$ cat src/rtl/gf22_sram_arb_pkg.sv
// Shared definitions for the GF22 64-bit byte-masked SRAM port arbiter.
//   - Default address/data widths of the 8192x64 wrapper.
//   - Minimum response-queue depth.
//   - Width helpers for occupancy counters and queue pointers.
//   - Grant encoding used by the arbiter.
package gf22_sram_arb_pkg;

    localparam int unsigned DefAddrW    = 13;
    localparam int unsigned DefDataW    = 64;
    localparam int unsigned RspDepthMin = 2;

    // Counter must represent 0..depth inclusive.
    function automatic int unsigned cnt_width(input int unsigned depth);
        return $clog2(depth + 1);
    endfunction

    function automatic int unsigned ptr_width(input int unsigned depth);
        return (depth > 1) ? $clog2(depth) : 1;
    endfunction

    typedef enum logic [1:0] {
        GntNone = 2'd0,
        GntWr   = 2'd1,
        GntRd   = 2'd2
    } gnt_e;

endpackage

$ cat src/rtl/gf22_sram64_rsp_fifo.sv
// Response queue for the SRAM port arbiter.
//   CLK        clock, all updates on posedge
//   RST        synchronous active-high reset (empties the queue)
//   push       write push_data at the tail
//   push_data  data to enqueue
//   pop        remove the head entry (ignored when empty)
//   head       current head entry (valid when count != 0)
//   count      number of stored entries, 0..DEPTH
module gf22_sram64_rsp_fifo
    import gf22_sram_arb_pkg::*;
#(
    parameter int unsigned DEPTH  = RspDepthMin,
    parameter int unsigned DATA_W = DefDataW
) (
    input  logic                           CLK,
    input  logic                           RST,
    input  logic                           push,
    input  logic [DATA_W-1:0]              push_data,
    input  logic                           pop,
    output logic [DATA_W-1:0]              head,
    output logic [cnt_width(DEPTH)-1:0]    count
);

    localparam int unsigned CntW = cnt_width(DEPTH);
    localparam int unsigned PtrW = ptr_width(DEPTH);

    logic [DATA_W-1:0] store_q [DEPTH];
    logic [PtrW-1:0]   wr_ptr_q, wr_ptr_d;
    logic [PtrW-1:0]   rd_ptr_q, rd_ptr_d;
    logic [CntW-1:0]   count_q, count_d;
    logic              do_push, do_pop;

    function automatic logic [PtrW-1:0] ptr_inc(input logic [PtrW-1:0] p);
        return (p == PtrW'(DEPTH - 1)) ? '0 : p + PtrW'(1);
    endfunction

    // A full queue still accepts a push when the head leaves in the same cycle.
    assign do_pop  = pop && (count_q != '0);
    assign do_push = push && ((count_q != CntW'(DEPTH)) || do_pop);

    always_comb begin
        wr_ptr_d = do_push ? ptr_inc(wr_ptr_q) : wr_ptr_q;
        rd_ptr_d = do_pop  ? ptr_inc(rd_ptr_q) : rd_ptr_q;
        count_d  = count_q;
        if (do_push && !do_pop) begin
            count_d = count_q + CntW'(1);
        end else if (!do_push && do_pop) begin
            count_d = count_q - CntW'(1);
        end
    end

    always_ff @(posedge CLK) begin
        if (RST) begin
            wr_ptr_q <= '0;
            rd_ptr_q <= '0;
            count_q  <= '0;
        end else begin
            wr_ptr_q <= wr_ptr_d;
            rd_ptr_q <= rd_ptr_d;
            count_q  <= count_d;
        end
    end

    // Storage carries no reset; count gates its validity.
    always_ff @(posedge CLK) begin
        if (do_push) begin
            store_q[wr_ptr_q] <= push_data;
        end
    end

    assign head  = store_q[rd_ptr_q];
    assign count = count_q;

endmodule

$ cat src/rtl/gf22_sram64_be_port_arbiter.sv
// Round-robin arbiter sharing one single-ported 8192x64 byte-masked SRAM between a
// write requester and a read requester. Reads return through a credit-guarded queue.
//   CLK, RST                                 clock, synchronous active-high reset
//   wr_valid/wr_ready/wr_addr/wr_data/wr_mask write request channel (mask: 1 = write bit)
//   rd_valid/rd_ready/rd_addr                read request channel
//   rsp_valid/rsp_ready/rsp_data             read responses, in request order
//   mem_ce0/a0/d0/we0/wem0                   memory write interface
//   mem_ce1/a1, mem_q1                       memory read interface, data one cycle later
module gf22_sram64_be_port_arbiter
    import gf22_sram_arb_pkg::*;
#(
    parameter int unsigned ADDR_W    = DefAddrW,
    parameter int unsigned DATA_W    = DefDataW,
    parameter int unsigned RSP_DEPTH = RspDepthMin  // must be >= 2
) (
    input  logic              CLK,
    input  logic              RST,
    input  logic              wr_valid,
    output logic              wr_ready,
    input  logic [ADDR_W-1:0] wr_addr,
    input  logic [DATA_W-1:0] wr_data,
    input  logic [DATA_W-1:0] wr_mask,
    input  logic              rd_valid,
    output logic              rd_ready,
    input  logic [ADDR_W-1:0] rd_addr,
    output logic              rsp_valid,
    input  logic              rsp_ready,
    output logic [DATA_W-1:0] rsp_data,
    output logic              mem_ce0,
    output logic [ADDR_W-1:0] mem_a0,
    output logic [DATA_W-1:0] mem_d0,
    output logic              mem_we0,
    output logic [DATA_W-1:0] mem_wem0,
    output logic              mem_ce1,
    output logic [ADDR_W-1:0] mem_a1,
    input  logic [DATA_W-1:0] mem_q1
);

    localparam int unsigned CntW = cnt_width(RSP_DEPTH);
    localparam int unsigned SumW = CntW + 1;

    logic [CntW-1:0] occ;
    logic [SumW-1:0] pending;
    logic            inflight_q;
    logic            last_rd_q;
    logic            pop;
    logic            rd_elig;
    logic            rd_ok;
    gnt_e            gnt;

    assign rsp_valid = !RST && (occ != '0);
    assign pop       = rsp_valid && rsp_ready;

    // Queue slots that will be claimed after this cycle; a same-cycle pop frees one.
    assign pending = SumW'(occ) + SumW'(inflight_q) - SumW'(pop);
    assign rd_elig = pending < SumW'(RSP_DEPTH);
    assign rd_ok   = rd_valid && rd_elig;

    // On contention the side not served last wins; last_rd resets to 1 so write goes first.
    always_comb begin
        gnt = GntNone;
        if (!RST) begin
            if (wr_valid && rd_ok) begin
                gnt = last_rd_q ? GntWr : GntRd;
            end else if (wr_valid) begin
                gnt = GntWr;
            end else if (rd_ok) begin
                gnt = GntRd;
            end
        end
    end

    always_comb begin
        wr_ready = 1'b0;
        rd_ready = 1'b0;
        mem_ce0  = 1'b0;
        mem_a0   = '0;
        mem_d0   = '0;
        mem_we0  = 1'b0;
        mem_wem0 = '0;
        mem_ce1  = 1'b0;
        mem_a1   = '0;
        unique case (gnt)
            GntWr: begin
                wr_ready = 1'b1;
                mem_ce0  = 1'b1;
                mem_we0  = 1'b1;
                mem_a0   = wr_addr;
                mem_d0   = wr_data;
                mem_wem0 = wr_mask;
            end
            GntRd: begin
                rd_ready = 1'b1;
                mem_ce1  = 1'b1;
                mem_a1   = rd_addr;
            end
            default: ;
        endcase
    end

    always_ff @(posedge CLK) begin
        if (RST) begin
            inflight_q <= 1'b0;
            last_rd_q  <= 1'b1;
        end else begin
            inflight_q <= (gnt == GntRd);
            if (gnt == GntWr) begin
                last_rd_q <= 1'b0;
            end else if (gnt == GntRd) begin
                last_rd_q <= 1'b1;
            end
        end
    end

    // mem_q1 is valid the cycle after a read grant; capture it then.
    gf22_sram64_rsp_fifo #(
        .DEPTH  (RSP_DEPTH),
        .DATA_W (DATA_W)
    ) u_rsp_fifo (
        .CLK       (CLK),
        .RST       (RST),
        .push      (inflight_q),
        .push_data (mem_q1),
        .pop       (pop),
        .head      (rsp_data),
        .count     (occ)
    );

endmodule
$ cat config.mk
export PLATFORM = sky130hd
export DESIGN_NAME = gf22_sram64_be_port_arbiter
export DESIGN_NICKNAME = d
export VERILOG_FILES = /design/src/rtl/gf22_sram_arb_pkg.sv /design/src/rtl/gf22_sram64_rsp_fifo.sv /design/src/rtl/gf22_sram64_be_port_arbiter.sv
export SDC_FILE = /design/constraint.sdc
export NUM_CORES = 1
export LEC_CHECK = 0
export ABC_AREA = 1
export CAP_MARGIN = 20
export CORE_AREA = 2 2 173 175
export CTS_BUF_LIST = sky130_fd_sc_hd__clkbuf_8
export DETAILED_ROUTE_END_ITERATION = 6
export DIE_AREA = 0 0 175 177
export SYNTH_ARGS = -nofsm -noshare
export SYNTH_HDL_FRONTEND = slang
export SYNTH_SLANG_ARGS = --single-unit
export TNS_END_PERCENT = 5
$ cat constraint.sdc
create_clock -name CLK -period 4.8 [get_ports CLK]
set_clock_uncertainty 0.05 [all_clocks]
set_input_delay 0.48 -clock CLK [delete_from_list [all_inputs] [get_ports CLK]]
set_output_delay 0.48 -clock CLK [all_outputs]
set_load 0.01 [all_outputs]
==> impl_results.md <==
* Synth cell types at 21
* Final setup viols at 0
* Clock root buffer: clkbuf_8
* Initial core utilization at 22.8%
* Synth Instances at 587
* Largest net degree at the start of global routing at 65
* Synth warnings at 0
* Vias post-DR at 5541
* Via density at 3.83
* CP Capture Type: output pin
* IO Port Bufs at 446
* Commonest non-fill, non-tap cell in the layout: clkdlybuf4s50_1
* Critical path class: in2out
* CTS Sinks at 135
* Detailed placement HPWL at 19800 um
* Vias in the first global route at 5748
* Mapped Area at 6660 um2
* Min Tclk post-route at 4400 ps
* CTS Buf Count at 17
* RSZ-0062 raised after global routing: false
* Total chip power at 2.97 mW
* Highest clock rate at 0.227 GHz
* Post-synth EDFFs at 128
* ANT nets after route at 0
* Fraction of layout cells with a size suffix above 1 at 11.0%
* Routability cong. at 0.811
* GRT Total Usage at 15.9%
* Hold Vio Cnt, Final at 0
* Global route overflow at 0
* Initial DRC count at 311
* Wire per inst at 17.7 um
* Crit path max fanout at 21
* Pins Over Slew Limit at 0
* Hold WC Path Type: reg2reg
* Hold Path Origin: u_rsp_fifo.rd_ptr_q$_SDFFE_PP0P_
* Layout area overhead at 78.9%
* Final period utilization at 91.6%
* Latest clock arrival within the worst-skew pair at 430 ps
* FFs w/ async S/R, synth at 0%
* Power density over the cells at 249 nW/um2
* Setup Buffers After CTS at 0
* WHS Path Cells at 2
* Longest Clk Path Bufs at 2
* Die width at 175 um
* Core Region at 29200 um2
* TritonRoute pass-1 iters at 4
* Die H at 177 um
* Die Area at 31000 um2
* Post-synthesis sequential area ratio at 59.8%
* Post-CTS Resized at 0
* H-tree depth at 4
* WL final at 25600 um
* Hold EP: u_rsp_fifo.rd_ptr_q$_SDFFE_PP0P_
* R2R Setup Slk at 1940 ps
* Max Cap Viol at 0
* Origin of the critical flop-to-flop path: u_rsp_fifo.count[1]$_SDFFE_PP0P_
* Data arrival, critical path at 3870 ps
* Mean Syn Cell Area at 11.4 um2
* DRC viols at 0
* Syn Nets at 817
* R2R depth at 17
* Worst Tran Pin Value at 977 ps
* Initial antenna violation count at 7
* Row cnt at 63
* Relative slew slack at 34.9%
* Status: finished clean
* Crit start category: input port
* Pleak at 5.36 nW
* CTS tree: done
* Setup TNS at 0 ps
* Worst reg2reg endpoint: last_rd_q$_SDFFE_PP1P_
* Clk slew on worst S/H paths at 80 ps
* Final net count at 1265
* Most frequent cells in the layout: 446 x clkdlybuf4s50_1, 163 x nand2_1, 162 x inv_1, 128 x edfxtp_1, 60 x mux2_4
* Crit path required time at 4270 ps
* Synth Register Bits at 135
* CTS hold repair buffers at 0
* Peak VDD IR at 161 uV
* First-pass GRT wire length at 36200 um
* Top_reg_cell synth: edfxtp_1
* I/O Pins at 447
state kept, by name (all words and copies together) (netlist names), named ones only:
name,cells
u_rsp_fifo.count,2
u_rsp_fifo.wr_ptr_q,1
u_rsp_fifo.store_q,128
inflight_q,1
last_rd_q,1
u_rsp_fifo.rd_ptr_q,1
power breakdown:
group	switching, mW	total [mW]	internal (mW)
clock network	0.461	0.977	0.516
registers	0.0178	1.33	1.31
logic	0.256	0.664	0.408
worst max-delay path by stage:
stage	cells after the start	start	slack [ps]	endpoint
2_1_floorplan	6	RST	650	u_rsp_fifo.store_q[0][0]$_DFFE_PP_
3_3_place_gp	18	RST	410	mem_a0[5]
3_5_place_dp	18	RST	380	mem_wem0[18]
4_1_cts	18	RST	370	mem_wem0[18]
5_1_grt	18	u_rsp_fifo.count[1]$_SDFFE_PP0P_	130	mem_wem0[14]
6_report	18	RST	400	mem_wem0[33]
per-layer routing:
layer	wire, um	global-route usage [%]	up-vias	share of wire (%)
li1	-	-	2703	-
met2	12100	25.2	259	47
met3	2480	7.45	20	9.7
met5	0	0	-	0
met4	398	5.45	0	1.6
met1	10600	18.9	2559	42
logic make-up after synthesis:
group	after synthesis	share of synthesized area, %
AOI/OAI and AO/OA	10	0.864
adders and majority gates	7	1.43
DFF	135	59.8
muxes	64	14.2
xor gates and xnor gates	1	0.131
and+or+nand+nor	176	10.2
buffers and inverters	194	13.4
cell usage after synthesis (5+ instances only):
| library cell | n | share of area, % |
|---|---|---|
| mux2_4 | 60 | 14 |
| buf_2 | 8 | 0.60 |
| buf_12 | 6 | 1.8 |
| buf_4 | 13 | 1.5 |
| nor2_1 | 9 | 0.51 |
| ha_1 | 6 | 1.1 |
| a21oi_1 | 5 | 0.38 |
| inv_1 | 163 | 9.2 |
| dfxtp_1 | 7 | 2.1 |
| nand2_1 | 163 | 9.2 |
| edfxtp_1 | 128 | 58 |
critical path: stages:
cell and delay (ps):
clkdlybuf4s50_1 490, inv_2 70, nand3_4 100, inv_1 50, ha_1 260, inv_1 50, nand2_1 50, fa_1 430
nand2_1 70, inv_1 40, nand3_1 90, o21ai_0 80, nor2_1 260, ha_4 350, buf_4 300, nand2_1 80
inv_1 70, clkdlybuf4s50_1 540
area by class of cell:
type | instances | area, um2
repair buffers | 457 | 4580
flip-flops and latches | 135 | 3990
fillers | 2806 | 17300
clock buffers | 17 | 234
multi-input cells | 258 | 1810
inverters | 166 | 623
diodes | 7 | 17.5
well taps | 390 | 488
clock inverters | 15 | 176
per-stage QoR:
stage	utilization, %	hold WS (ps)	setup WS (ps)	cell area [um2]	cells
2_1_floorplan	-	422	645	6660	587
3_3_place_gp	39.3	445	412	11500	1406
3_5_place_dp	39.3	448	377	11500	1406
4_1_cts	40.7	474	374	11900	1438
5_1_grt	40.8	502	130	11900	1445
6_report	40.8	469	401	11900	1445
Note: power is estimated with default switching activity, not from simulation.
